## config.mk

```make
export PLATFORM = sky130hd
export DESIGN_NAME = simple_bus
export DESIGN_NICKNAME = d
export VERILOG_FILES = /design/src/rtl/simple_bus.sv
export SDC_FILE = /design/constraint.sdc
export NUM_CORES = 1
export LEC_CHECK = 0
export ABC_AREA = 1
export BUFFER_PORTS_ARGS = -buffer_cell sky130_fd_sc_hd__clkbuf_2
export CAP_MARGIN = 20
export CORE_AREA = 2 2 107 109
export CTS_BUF_LIST = sky130_fd_sc_hd__clkbuf_2 sky130_fd_sc_hd__clkbuf_4 sky130_fd_sc_hd__clkbuf_8
export CTS_CLUSTER_DIAMETER = 60
export DETAILED_ROUTE_END_ITERATION = 10
export DIE_AREA = 0 0 109 111
export MAX_ROUTING_LAYER = met4
export PLACE_DENSITY = 0.6
export REMOVE_ABC_BUFFERS = 1
export SETUP_SLACK_MARGIN = 0.15
export SKIP_LAST_GASP = 1
export SLEW_MARGIN = 20
export SYNTH_ARGS = -nofsm -noshare
export SYNTH_HDL_FRONTEND = slang
export SYNTH_SLANG_ARGS = --single-unit
```

## constraint.sdc

```tcl
create_clock -name clk_i -period 3 [get_ports clk_i]
set_input_delay 0 -clock clk_i [delete_from_list [all_inputs] [get_ports clk_i]]
set_output_delay 0 -clock clk_i [all_outputs]
set_load 0.03 [all_outputs]
```

## src/rtl/simple_bus.sv

```systemverilog
// Multi-host, multi-device single-cycle bus: fixed-priority arbitration, mask/base decode,
// one-cycle pipelined response. Define SIMPLE_BUS_DECERR_EN to flag unmapped accesses with err=1.
module simple_bus #(
    parameter int NrDevices    = 1,
    parameter int NrHosts      = 1,
    parameter int DataWidth    = 32,
    parameter int AddressWidth = 32
) (
    input  logic                    clk_i,
    input  logic                    rst_i,

    input  logic                    host_req_i     [NrHosts],
    output logic                    host_gnt_o     [NrHosts],
    input  logic [AddressWidth-1:0] host_addr_i    [NrHosts],
    input  logic                    host_we_i      [NrHosts],
    input  logic [DataWidth/8-1:0]  host_be_i      [NrHosts],
    input  logic [DataWidth-1:0]    host_wdata_i   [NrHosts],
    output logic                    host_rvalid_o  [NrHosts],
    output logic [DataWidth-1:0]    host_rdata_o   [NrHosts],
    output logic                    host_err_o     [NrHosts],

    output logic                    device_req_o   [NrDevices],
    output logic [AddressWidth-1:0] device_addr_o  [NrDevices],
    output logic                    device_we_o    [NrDevices],
    output logic [DataWidth/8-1:0]  device_be_o    [NrDevices],
    output logic [DataWidth-1:0]    device_wdata_o [NrDevices],
    input  logic                    device_rvalid_i[NrDevices],
    input  logic [DataWidth-1:0]    device_rdata_i [NrDevices],
    input  logic                    device_err_i   [NrDevices],

    input  logic [AddressWidth-1:0] cfg_device_addr_base [NrDevices],
    input  logic [AddressWidth-1:0] cfg_device_addr_mask [NrDevices]
);
    localparam int HostIdxW = (NrHosts > 1) ? $clog2(NrHosts) : 1;
    localparam int DevIdxW  = (NrDevices > 1) ? $clog2(NrDevices) : 1;
    localparam int BeWidth  = DataWidth / 8;

`ifdef SIMPLE_BUS_DECERR_EN
    localparam logic DecErr = 1'b1;
`else
    localparam logic DecErr = 1'b0;
`endif

    logic                    host_found;
    logic [HostIdxW-1:0]     host_sel;
    logic [AddressWidth-1:0] win_addr;
    logic                    win_we;
    logic [BeWidth-1:0]      win_be;
    logic [DataWidth-1:0]    win_wdata;
    logic                    dev_found;
    logic [DevIdxW-1:0]      dev_sel;
    logic                    dev_hit;

    logic                    pend_reg, pend_next;
    logic [HostIdxW-1:0]     rsp_host_reg, rsp_host_next;
    logic [DevIdxW-1:0]      rsp_dev_reg, rsp_dev_next;
    logic                    rsp_unmapped_reg, rsp_unmapped_next;

    logic                    rsp_valid;
    logic [DataWidth-1:0]    rsp_rdata;
    logic                    rsp_err;

    // Descending scan so the lowest-index requester is the last (winning) assignment.
    always_comb begin
        host_found = 1'b0;
        host_sel   = '0;
        win_addr   = '0;
        win_we     = 1'b0;
        win_be     = '0;
        win_wdata  = '0;
        for (int i = NrHosts - 1; i >= 0; i--) begin
            if (host_req_i[i]) begin
                host_found = 1'b1;
                host_sel   = HostIdxW'(i);
                win_addr   = host_addr_i[i];
                win_we     = host_we_i[i];
                win_be     = host_be_i[i];
                win_wdata  = host_wdata_i[i];
            end
        end
    end

    always_comb begin
        dev_found = 1'b0;
        dev_sel   = '0;
        for (int d = NrDevices - 1; d >= 0; d--) begin
            if ((win_addr & cfg_device_addr_mask[d]) == cfg_device_addr_base[d]) begin
                dev_found = 1'b1;
                dev_sel   = DevIdxW'(d);
            end
        end
    end

    assign dev_hit = host_found & dev_found;

    genvar gi;
    generate
        for (gi = 0; gi < NrDevices; gi++) begin : g_dev
            logic sel;
            assign sel               = dev_hit && (dev_sel == DevIdxW'(gi));
            assign device_req_o[gi]   = sel;
            assign device_addr_o[gi]  = sel ? win_addr  : '0;
            assign device_we_o[gi]    = sel ? win_we    : 1'b0;
            assign device_be_o[gi]    = sel ? win_be    : '0;
            assign device_wdata_o[gi] = sel ? win_wdata : '0;
        end
    endgenerate

    assign pend_next         = host_found;
    assign rsp_host_next     = host_sel;
    assign rsp_dev_next      = dev_sel;
    assign rsp_unmapped_next = ~dev_found;

    always_ff @(posedge clk_i or posedge rst_i) begin
        if (rst_i) begin
            pend_reg         <= 1'b0;
            rsp_host_reg     <= '0;
            rsp_dev_reg      <= '0;
            rsp_unmapped_reg <= 1'b0;
        end else begin
            pend_reg         <= pend_next;
            rsp_host_reg     <= rsp_host_next;
            rsp_dev_reg      <= rsp_dev_next;
            rsp_unmapped_reg <= rsp_unmapped_next;
        end
    end

    // Unmapped accesses are answered by the bus itself with zero data.
    always_comb begin
        rsp_valid = 1'b0;
        rsp_rdata = '0;
        rsp_err   = 1'b0;
        if (pend_reg) begin
            if (rsp_unmapped_reg) begin
                rsp_valid = 1'b1;
                rsp_err   = DecErr;
            end else begin
                for (int d = 0; d < NrDevices; d++) begin
                    if (rsp_dev_reg == DevIdxW'(d)) begin
                        rsp_valid = device_rvalid_i[d];
                        rsp_rdata = device_rdata_i[d];
                        rsp_err   = device_err_i[d];
                    end
                end
            end
        end
    end

    generate
        for (gi = 0; gi < NrHosts; gi++) begin : g_host
            logic own;
            assign own               = pend_reg && (rsp_host_reg == HostIdxW'(gi));
            assign host_gnt_o[gi]    = host_found && (host_sel == HostIdxW'(gi));
            assign host_rvalid_o[gi] = own & rsp_valid;
            assign host_rdata_o[gi]  = own ? rsp_rdata : '0;
            assign host_err_o[gi]    = own & rsp_err;
        end
    endgenerate

endmodule

```

## Word-level counts from Yosys, hierarchy flattened

Cells that the tools add are included.

| word-level totals | value |
|---|---|
| flip-flop bits (word level) | 2 |
| bits in latches | 0 |
| RAM bits | 0 |
| memory bits (read-only) | 0 |
| input port bits | 170 |
| output and inout port bits | 105 |
| word-level logic and storage cells | 24 |
| memories | 0 |

| cells by class | value |
|---|---|
| add/sub/neg operators | 0 |
| $mul | 0 |
| divide/modulo/power cells | 0 |
| $lt $le $gt $ge | 0 |
| eq/ne operators | 1 |
| shifts and indexed selects | 0 |
| mux-type cells | 16 |
| bitwise operators | 5 |
| reduce and logical (&&, ||, !) cells | 0 |

Operators with widths:

| kind | number |
|---|---|
| $mux W32 | 6 |
| $and A32 B32 Y32 | 1 |
| $eq A32 B32 Y1 | 1 |
| $mux W1 | 8 |
| $mux W4 | 2 |
| $and A1 B1 Y1 | 3 |
| $not A1 Y1 | 1 |

## Depth between registers and ports, before layout

| logic depth | value |
|---|---|
| depth in word-level cells | 6 |
| mapped depth | 14 |
| gate-level depth less buffers | 10 |

## Worst setup path after synthesis

Ideal clock, no wire load.

| timing path | value |
|---|---|
| path type | input-to-output |
| from | input port host_req_i |
| to | output port device_addr_o[10] (netlist name) |
| arrival time | 1.497 ns |
| required time | 3.000 ns |
| slack | 1.503 ns |
| stages on the path | 12 |
| path buffers | 3 |
| cell sequence | buf_4 -> buf_6 -> nand3_1 -> nand2_1 -> nand2_1 -> nand2_1 -> nor2_1 -> nand2_1 -> nor2_1 -> nand2_1 -> buf_6 -> nor2_1 |

RTL lines:

| item | line | text |
|---|---|---|
| start, declared | 12 | `input logic host_req_i [NrHosts],` |
| end, declared | 23 | `output logic [AddressWidth-1:0] device_addr_o [NrDevices],` |

==> summary.txt <==
Status = complete, no violations
Critical path type = in2out
Final ANT Viol Nets = 0
Max Slew Vio Count = 0
Syn_area_per_cell = 4.56 um2
First-pass GRT wire length = 13.0 mm
Initial antenna violation count = 0
Port-buffer cells = 274
Yosys cell types = 14
Seq pwr share = 0.073
Die H = 111 um
HP Class = in2async
Post-Place Cell Area = 3330 um2
Hold_ws = 183 ps
Drt wl/cell = 10.9 um
Most frequent cells in the layout = clkbuf_2 (273), inv_1 (111), nand2_1 (102)
Num Clock Sinks = 2
CTS Buf Count = 3
Layout area overhead = 77.1%
Mapped Cells = 418
Most common cell after layout, fill and taps aside = clkbuf_2
LEAKAGE = 0.00243 uW
Synth Cell Area = 1910 um2
Total number of vias = 3245
Setup TNS = 0 ps
Comb power frac = 0.653
RSZ-0062 raised after global routing = no
Share of cells above drive strength 1 = 0.445
H-tree Lvls = 1
Net Switching = 149 uW
Final Instance Area = 3380 um2
Chip Width = 109 um
CORE AREA = 11100 um2
Clock root buffer = clkbuf_8
Crit. End Element = output port
Clock power share = 0.274
Fin. Hold Viols = 0
TritonCTS clock tree = built
Grt ovf = 0
Final wirelength = 8.98 mm
Die ar. = 12100 um2
Gpl congestion = 0.786
Placed Cells = 817
Dpl hpwl = 7.94 mm
Final critical-path required period = 2310 ps
Initial Utilization = 0.172
Switching Share = 0.386
Setup violations, final = 0
Vias/cell = 3.95
Worst EP arrival = 2310 ps
Tot GR Track Use = 0.138
VDD IR max = 64.7 uV
Drt initial violations = 78
Layout Cells excl Fill = 821
Resized cells post-CTS = 0
Pwr dens = 114 nW/um2
Post-route DRC = 0
Worst Tran Pin Value = 1020 ps
Fin crit share = 0.769
Antenna cells = 0
Internal power = 237 uW
F_max = 434 MHz
DRT Pass-1 Iters = 4
Sequential fraction of the synthesis area = 0.0262
Top Ports = 275
Worst Path Required = 3000 ps
Syn. warnings = 0
Slew headroom = 0.321
Clk buf depth = 2
MaxCap Viol Count = 0
Setup bufs post-CTS = 0
Worst-path clk slew = 30 ps
Worst setup SP type = input port
Via count of the first global-routing pass = 2684
Final #Nets = 850
FF+latch count, synth = 2
Largest net degree at the start of global routing = 56
# rows = 39
CP max FO = 55
-- power groups by stage --
| stage | Combinational (uW) | Clock [uW] | Sequential [uW] |
|---|---|---|---|
| floorplan | 88.2 | 0 | 28.4 |
| global placement | 252 | 0 | 28.5 |
| detailed placement | 254 | 0 | 28.5 |
| CTS | 256 | 109 | 28.2 |
| global route | 290 | 110 | 28.2 |
| finish | 252 | 105 | 28.2 |
-- cell families (layout without fill, tap and decap cells) --
logic type	Yosys count	in the layout	synth area share
simple gates	275	275	0.633
buf+inv	132	392	0.306
compound gates	9	9	0.0354
flops	2	2	0.0262
-- cells in the mapped netlist --
cell type	n	area (um2)
o21bai_1	8	60.1
nor2_1	94	353
nand4_1	32	200
nor2_2	20	125
nand2_1	102	383
buf_2	1	5.00
buf_4	5	37.5
inv_1	111	417
buf_6	9	101
nand3_2	2	20.0
nand3_1	25	125
o21a_1	1	7.51
clkbuf_1	6	22.5
dfrtp_1	2	50.1
-- worst max-delay path, cell delays in order --
cell and delay, ps:
buf_2 480, buf_12 310, nand3_2 100, nand2_1 70, inv_1 30, nor2_1 80
nand2_1 60, nor2_1 120, nand2_1 90, nor2_2 110, nand2_1 150, buf_4 280
nor2_1 140, clkbuf_2 220
-- per-layer routing --
| metal | global-route usage | vias to the layer above | wire length (um) |
|---|---|---|---|
| li1 | - | 1762 | - |
| met1 | 0.170 | 1339 | 3820 |
| met2 | 0.246 | 142 | 4390 |
| met3 | 0.0206 | 2 | 753 |
| met4 | 0.00769 | 0 | 12 |
| met5 | - | - | 0 |
-- per-stage QoR --
stage | total power (uW) | utilization | worst slack (ps)
after floorplan | 117 | - | 1290
final | 385 | 0.305 | 694
after global placement | 281 | 0.300 | 764
after global routing | 429 | 0.305 | 401
after CTS | 393 | 0.305 | 663
after detailed placement | 282 | 0.300 | 678
-- final cells by class --
type	instances	area, um2
flip-flops and latches	2	50.0
repair buffers	278	1420
well taps	143	179
fillers	1311	7700
inverters	111	417
clock buffers	3	41.3
multi-input cells	284	1270
-- final timing paths --
kind                       depth (start not counted)  slack [ps]               start           endpoint
max                                               14         690          host_req_i  device_addr_o[31]
min in group clk_i                                 4         320  device_rdata_i[26]   host_rdata_o[26]
min                                                3         180               rst_i   rsp_unmapped_reg
max in group asynchronous                          3        2710               rst_i           pend_reg
-- what timing repair did --
item / in CTS / in global routing
endpoints found under the hold margin: 2 / 0
endpoints found under the setup margin: 0 / 0
hold buffers: 1 / 0
(Power assumes the default switching activity.)
